===== config.mk =====
export PLATFORM = sky130hd
export DESIGN_NAME = crossing_word_rx_flat
export DESIGN_NICKNAME = d
export VERILOG_FILES = /design/src/rtl/crossing_pkg.sv /design/src/rtl/crossing_word_rx_if.sv /design/src/rtl/sync_bit_n.sv /design/src/rtl/crossing_word_rx.sv /design/src/flat_wrapper.sv
export SDC_FILE = /design/constraint.sdc
export NUM_CORES = 1
export LEC_CHECK = 0
export BUFFER_PORTS_ARGS = -buffer_cell sky130_fd_sc_hd__buf_2
export CAP_MARGIN = 30
export CORE_AREA = 2 2 39 41
export CTS_CLUSTER_DIAMETER = 100
export DETAILED_ROUTE_END_ITERATION = 8
export DIE_AREA = 0 0 41 43
export PLACE_DENSITY_LB_ADDON = 0.12
export RECOVER_POWER = 100
export SYNTH_ARGS = -nofsm -noshare
export SYNTH_HDL_FRONTEND = slang
export SYNTH_SLANG_ARGS = --single-unit

===== constraint.sdc =====
create_clock -name CLK -period 2.4 [get_ports CLK]
set_input_delay 0.48 -clock CLK [delete_from_list [all_inputs] [get_ports CLK]]
set_output_delay 0.48 -clock CLK [all_outputs]
set_load 0.02 [all_outputs]

===== src/rtl/crossing_pkg.sv =====
// crossing_pkg: shared types and limits for the toggle-handshake word crossing.
package crossing_pkg;
    typedef enum logic {EMPTY, FULL} rx_state_e;
    localparam int CROSSING_MIN_STAGES = 2;
endpackage


===== src/rtl/crossing_word_rx_if.sv =====
// crossing_word_rx_if: source-toggle and local valid/ready signals of the crossing receiver.
interface crossing_word_rx_if #(parameter int width = 1);
    logic [width-1:0] SRC_DATA;
    logic             SRC_TOG;
    logic             ACK_TOG;
    logic [width-1:0] OUT_DATA;
    logic             OUT_VALID;
    logic             OUT_READY;
    logic             OVERRUN;
    logic             OVERRUN_CLR;
    modport master (output SRC_DATA, SRC_TOG, OUT_READY, OVERRUN_CLR,
                    input  ACK_TOG, OUT_DATA, OUT_VALID, OVERRUN);
    modport slave  (input  SRC_DATA, SRC_TOG, OUT_READY, OVERRUN_CLR,
                    output ACK_TOG, OUT_DATA, OUT_VALID, OVERRUN);
endinterface


===== src/rtl/sync_bit_n.sv =====
// sync_bit_n: stages-deep single-bit synchronizer, async active-low reset to 0.
module sync_bit_n #(
    parameter int stages = 2
) (
    input  logic clk,
    input  logic rst_n,
    input  logic d,
    output logic q
);
    logic [stages-1:0] sync_q;
    logic [stages-1:0] sync_d;
    always_comb sync_d = {sync_q[stages-2:0], d};
    always_ff @(posedge clk or negedge rst_n)
        if (!rst_n) sync_q <= '0;
        else        sync_q <= sync_d;
    assign q = sync_q[stages-1];
endmodule


===== src/rtl/crossing_word_rx.sv =====
// crossing_word_rx: destination side of a toggle-handshake word crossing.
// Optional sticky overrun flag enabled by CROSSING_RX_OVERRUN_EN.
module crossing_word_rx
    import crossing_pkg::*;
#(
    parameter int               width  = 1,
    parameter logic [width-1:0] init   = '0,
    parameter int               stages = 2
) (
    input logic               CLK,
    input logic               RST_N,
    crossing_word_rx_if.slave bus
);
    if (stages < CROSSING_MIN_STAGES) begin : g_bad_stages
        $error("crossing_word_rx: stages must be at least %0d", CROSSING_MIN_STAGES);
    end

    rx_state_e        state_q, state_d;
    logic             tog_seen_q, tog_seen_d;
    logic             ack_q, ack_d;
    logic [width-1:0] data_q, data_d;
    logic             ovr_q, ovr_d;
    logic             ovr_set;
    logic             tog_sync;
    logic             tog_edge;

    sync_bit_n #(.stages(stages)) u_sync (
        .clk   (CLK),
        .rst_n (RST_N),
        .d     (bus.SRC_TOG),
        .q     (tog_sync)
    );

    assign tog_edge = tog_sync != tog_seen_q;

    // A consume and a fresh edge in the same cycle hand over directly without an overrun.
    always_comb begin
        state_d    = state_q;
        tog_seen_d = tog_seen_q;
        ack_d      = ack_q;
        data_d     = data_q;
        ovr_set    = 1'b0;
        if (state_q == EMPTY) begin
            if (tog_edge) begin
                data_d     = bus.SRC_DATA;
                tog_seen_d = tog_sync;
                state_d    = FULL;
            end
        end else if (bus.OUT_READY) begin
            ack_d = ~ack_q;
            if (tog_edge) begin
                data_d     = bus.SRC_DATA;
                tog_seen_d = tog_sync;
            end else begin
                state_d = EMPTY;
            end
        end else if (tog_edge) begin
            tog_seen_d = tog_sync;
            ovr_set    = 1'b1;
        end
    end

`ifdef CROSSING_RX_OVERRUN_EN
    always_comb ovr_d = ovr_set | (ovr_q & ~bus.OVERRUN_CLR);
`else
    logic unused_ovr;
    assign unused_ovr = ovr_set ^ bus.OVERRUN_CLR;
    always_comb ovr_d = 1'b0;
`endif

    always_ff @(posedge CLK or negedge RST_N)
        if (!RST_N) begin
            state_q    <= EMPTY;
            tog_seen_q <= 1'b0;
            ack_q      <= 1'b0;
            data_q     <= init;
            ovr_q      <= 1'b0;
        end else begin
            state_q    <= state_d;
            tog_seen_q <= tog_seen_d;
            ack_q      <= ack_d;
            data_q     <= data_d;
            ovr_q      <= ovr_d;
        end

    assign bus.ACK_TOG   = ack_q;
    assign bus.OUT_DATA  = data_q;
    assign bus.OUT_VALID = state_q == FULL;
    assign bus.OVERRUN   = ovr_q;
endmodule


===== src/flat_wrapper.sv =====
// flat-port wrapper written by rule: the top's interface ports become plain ports
module crossing_word_rx_flat import crossing_pkg::*;
#(
    parameter int               width  = 1,
    parameter logic [width-1:0] init   = '0,
    parameter int               stages = 2
)
  (CLK, RST_N, bus_SRC_DATA, bus_SRC_TOG, bus_OUT_READY, bus_OVERRUN_CLR, bus_ACK_TOG, bus_OUT_DATA, bus_OUT_VALID, bus_OVERRUN);
  crossing_word_rx_if #(.width(width)) bus_i ();
  input logic CLK;
  input logic RST_N;
  input wire logic [$bits(bus_i.SRC_DATA)-1:0] bus_SRC_DATA;
  input wire logic [$bits(bus_i.SRC_TOG)-1:0] bus_SRC_TOG;
  input wire logic [$bits(bus_i.OUT_READY)-1:0] bus_OUT_READY;
  input wire logic [$bits(bus_i.OVERRUN_CLR)-1:0] bus_OVERRUN_CLR;
  output wire logic [$bits(bus_i.ACK_TOG)-1:0] bus_ACK_TOG;
  output wire logic [$bits(bus_i.OUT_DATA)-1:0] bus_OUT_DATA;
  output wire logic [$bits(bus_i.OUT_VALID)-1:0] bus_OUT_VALID;
  output wire logic [$bits(bus_i.OVERRUN)-1:0] bus_OVERRUN;
  assign bus_i.SRC_DATA = bus_SRC_DATA;
  assign bus_i.SRC_TOG = bus_SRC_TOG;
  assign bus_i.OUT_READY = bus_OUT_READY;
  assign bus_i.OVERRUN_CLR = bus_OVERRUN_CLR;
  assign bus_ACK_TOG = bus_i.ACK_TOG;
  assign bus_OUT_DATA = bus_i.OUT_DATA;
  assign bus_OUT_VALID = bus_i.OUT_VALID;
  assign bus_OVERRUN = bus_i.OVERRUN;
  crossing_word_rx #(.width(width), .init(init), .stages(stages)) u_core (.CLK(CLK), .RST_N(RST_N), .bus(bus_i));
endmodule

==> impl_metrics.ini <==
[global_route]
grt_pass1_wl_um = 496
grt_usage_pct = 4.96
grt_pass1_vias = 129
antenna_found_initial = 0
grt_max_degree = 7
overflow = 0

[timing]
hold_viol = 0
skew_ns = 0.000513
setup_viol = 0
final.setup.tns_ns = 0
fmax_mhz = 750
post-route-period-util_pct = 55.5
final_max_slew_viol_count = 0
grt_setup_unrepaired = no
fin_crit_ns = 1.33

[yosys]
synth_mux_area_share_pct = 5.23
async_flop_share_pct = 100
syn_area_per_cell_um2 = 12.7
synth_area_leader_cell = dfrtp_1
synth.distinct_cells = 10
syn_nets = 23
yosys_most_used_dff = dfrtp_1
synthTopCellsByArea = dfrtp_1, xnor2_1, mux2_1, buf_4, inv_1
ys_ff_latch = 6
synth_commonest_cells = dfrtp_1, inv_1, xnor2_1
synth-compound-area-share_pct = 4.65
synth_edf_count = 0
synthAdderAreaFrac_pct = 0
netlist_area_um2 = 215
ys_seq_area_share_pct = 69.8
synth_xor_area_share_pct = 8.14
synth_top_family_by_area = buffers and inverters
yosysWarnings = 0
post-synth-top-count-cell = dfrtp_1
synth-simple-area-share_pct = 1.74
synth_top_cell_area_share_pct = 69.8
syn-instance-count = 17

[die]
num_rows = 14
dieArea_mm2 = 0.00176
ioPinCount = 10
die_w_um = 41
die_h_um = 43
initial_utilization_pct = 15.6
coreArea_mm2 = 0.00138

[pwr]
swShare_pct = 28.6
switchingPower_mw = 0.0775
vdd_drop_max_v = 0.000185
power_frac_seq_pct = 47.3
intPower_mw = 0.194
power.total_mw = 0.271
power_frac_comb_pct = 19.3
power-per-cell-area_mw_per_mm2 = 980
clockPowerShare_pct = 33.4
p_leak_nw = 0.129

[worst_setup_path]
cp-end-kind = output pin
r2r_slack_ns = 1.30
path_cells = clkbuf_1
max_stage_delay_ns = 0.37
cp_max_fo = 4
critPathKind = flop to output pin
crit_slowest_cell = dfrtp_1
crit_path_start_kind = flop
crit_buf_inv = 1
cp_top_family = flip-flops
cp.required_ns = 1.92
cp_data_arrival_time_ns = 0.85

[final_layout]
area_growth_syn_to_layout_pct = 28.5
nets = 33
n_antenna_cell = 0
final_layout_size_suffix_gt1_share_pct = 24.0
stdcell_count = 41
stdcell_area_um2 = 277

[placement]
io_buffers = 7
place.gp.congestion = 0.561
placedCellCount = 38
place_area_um2 = 259

[min_path]
hold_class = primary input to asynchronous set/reset pin

[clock_network]
clkSlewWorstSetupHoldPaths_ns = 0.04
clock_path_buffers = 2
htree_levels = 1
cts_tree = yes
cts_setup_buffers = 0
cts_buffers = 3
post_cts_resized = 0
hold_buffers = 0
clock_sinks = 6
clock_latency_ns = 0.24
root_buffer = clkbuf_4

[route]
drtIter0Drc = 4
vias_per_cell = 3.20
antenna_left = 0
wirelength_um = 309
first_pass_iters = 2
drc = 0
vias = 131
wire_per_inst_um = 7.54

[run]
max_cap_viol_count = 0

[status]
outcome = finished, final reports clean
-- routing by layer --
layer / track usage (%) / vias to the layer above / part of all wire (%)
met1: 5.61 / 61 / 46
met3: 3.14 / 0 / 13
met5: 0 / - / 0
met2: 5.31 / 6 / 41
li1: - / 64 / -
met4: 6.00 / 0 / 0
-- cells in the final DEF, fill, tap and decap left out --
cell	instances
conb_1	1
buf_2	3
o21ai_0	1
inv_1	2
mux2_1	1
clkbuf_1	4
a21oi_1	1
nand2_1	1
xnor2_1	2
clkbuf_4	3
dfrtp_1	6
-- layout make-up --
| cell class | count | area (µm²) |
|---|---|---|
| tap | 16 | 20.0 |
| fill | 162 | 1110 |
| clock buffer | 3 | 22.5 |
| multi-input combinational | 7 | 46.3 |
| timing repair buffer | 7 | 30.0 |
| sequential | 6 | 150 |
| inverter | 2 | 7.51 |
-- worst paths after layout --
| kind | from | endpoint | depth (start not counted) |
|---|---|---|---|
| hold / removal | RST_N | u_core.u_sync.sync_q[0]$_DFF_PN0_ | 1 |
| min in group CLK | bus_SRC_TOG | u_core.u_sync.sync_q[0]$_DFF_PN0_ | 1 |
| setup reg to reg | u_core.u_sync.sync_q[1]$_DFF_PN0_ | u_core.bus.OUT_DATA$_DFFE_PN0P_ | 3 |
| hold reg to reg | u_core.u_sync.sync_q[0]$_DFF_PN0_ | u_core.u_sync.sync_q[1]$_DFF_PN0_ | 0 |
| setup / recovery | u_core.bus.OUT_VALID$_DFF_PN0_ | bus_OUT_VALID | 1 |
| max in group asynchronous | RST_N | u_core.bus.OUT_DATA$_DFFE_PN0P_ | 1 |
-- power by group through the flow --
stage	clock network [mW]	registers, mW	logic (mW)
floorplan	0	0.148	0.0186
global placement	0	0.129	0.0578
detailed placement	0	0.130	0.0574
CTS	0.0946	0.128	0.0578
global route	0.102	0.132	0.0600
finish	0.0905	0.128	0.0523
-- per-stage QoR --
step / setup WS, ns / utilization, % / hold slack [ns]
finish: 1.07 / 20.0 / 0.101
global route: 0.996 / 20.0 / 0.117
CTS: 1.11 / 20.3 / 0.0520
detailed placement: 1.18 / 18.7 / 0.310
global placement: 1.18 / 18.7 / 0.312
floorplan: 1.32 / - / 0.184
-- state kept, by name, indices dropped and copies added, names as in the netlist --
signal and flops:
u_core.bus.ACK_TOG 1, u_core.tog_seen_q 1, u_core.u_sync.sync_q 2, u_core.bus.OUT_VALID 1
u_core.bus.OUT_DATA 1
-- logic make-up after synthesis --
logic type	Yosys count
AND/OR/NAND/NOR	1
other	1
buffers and inverters	4
multiplexers	1
XOR/XNOR	2
AO/OA/AOI/OAI	2
flip-flops	6
(Power assumes the default switching activity.)
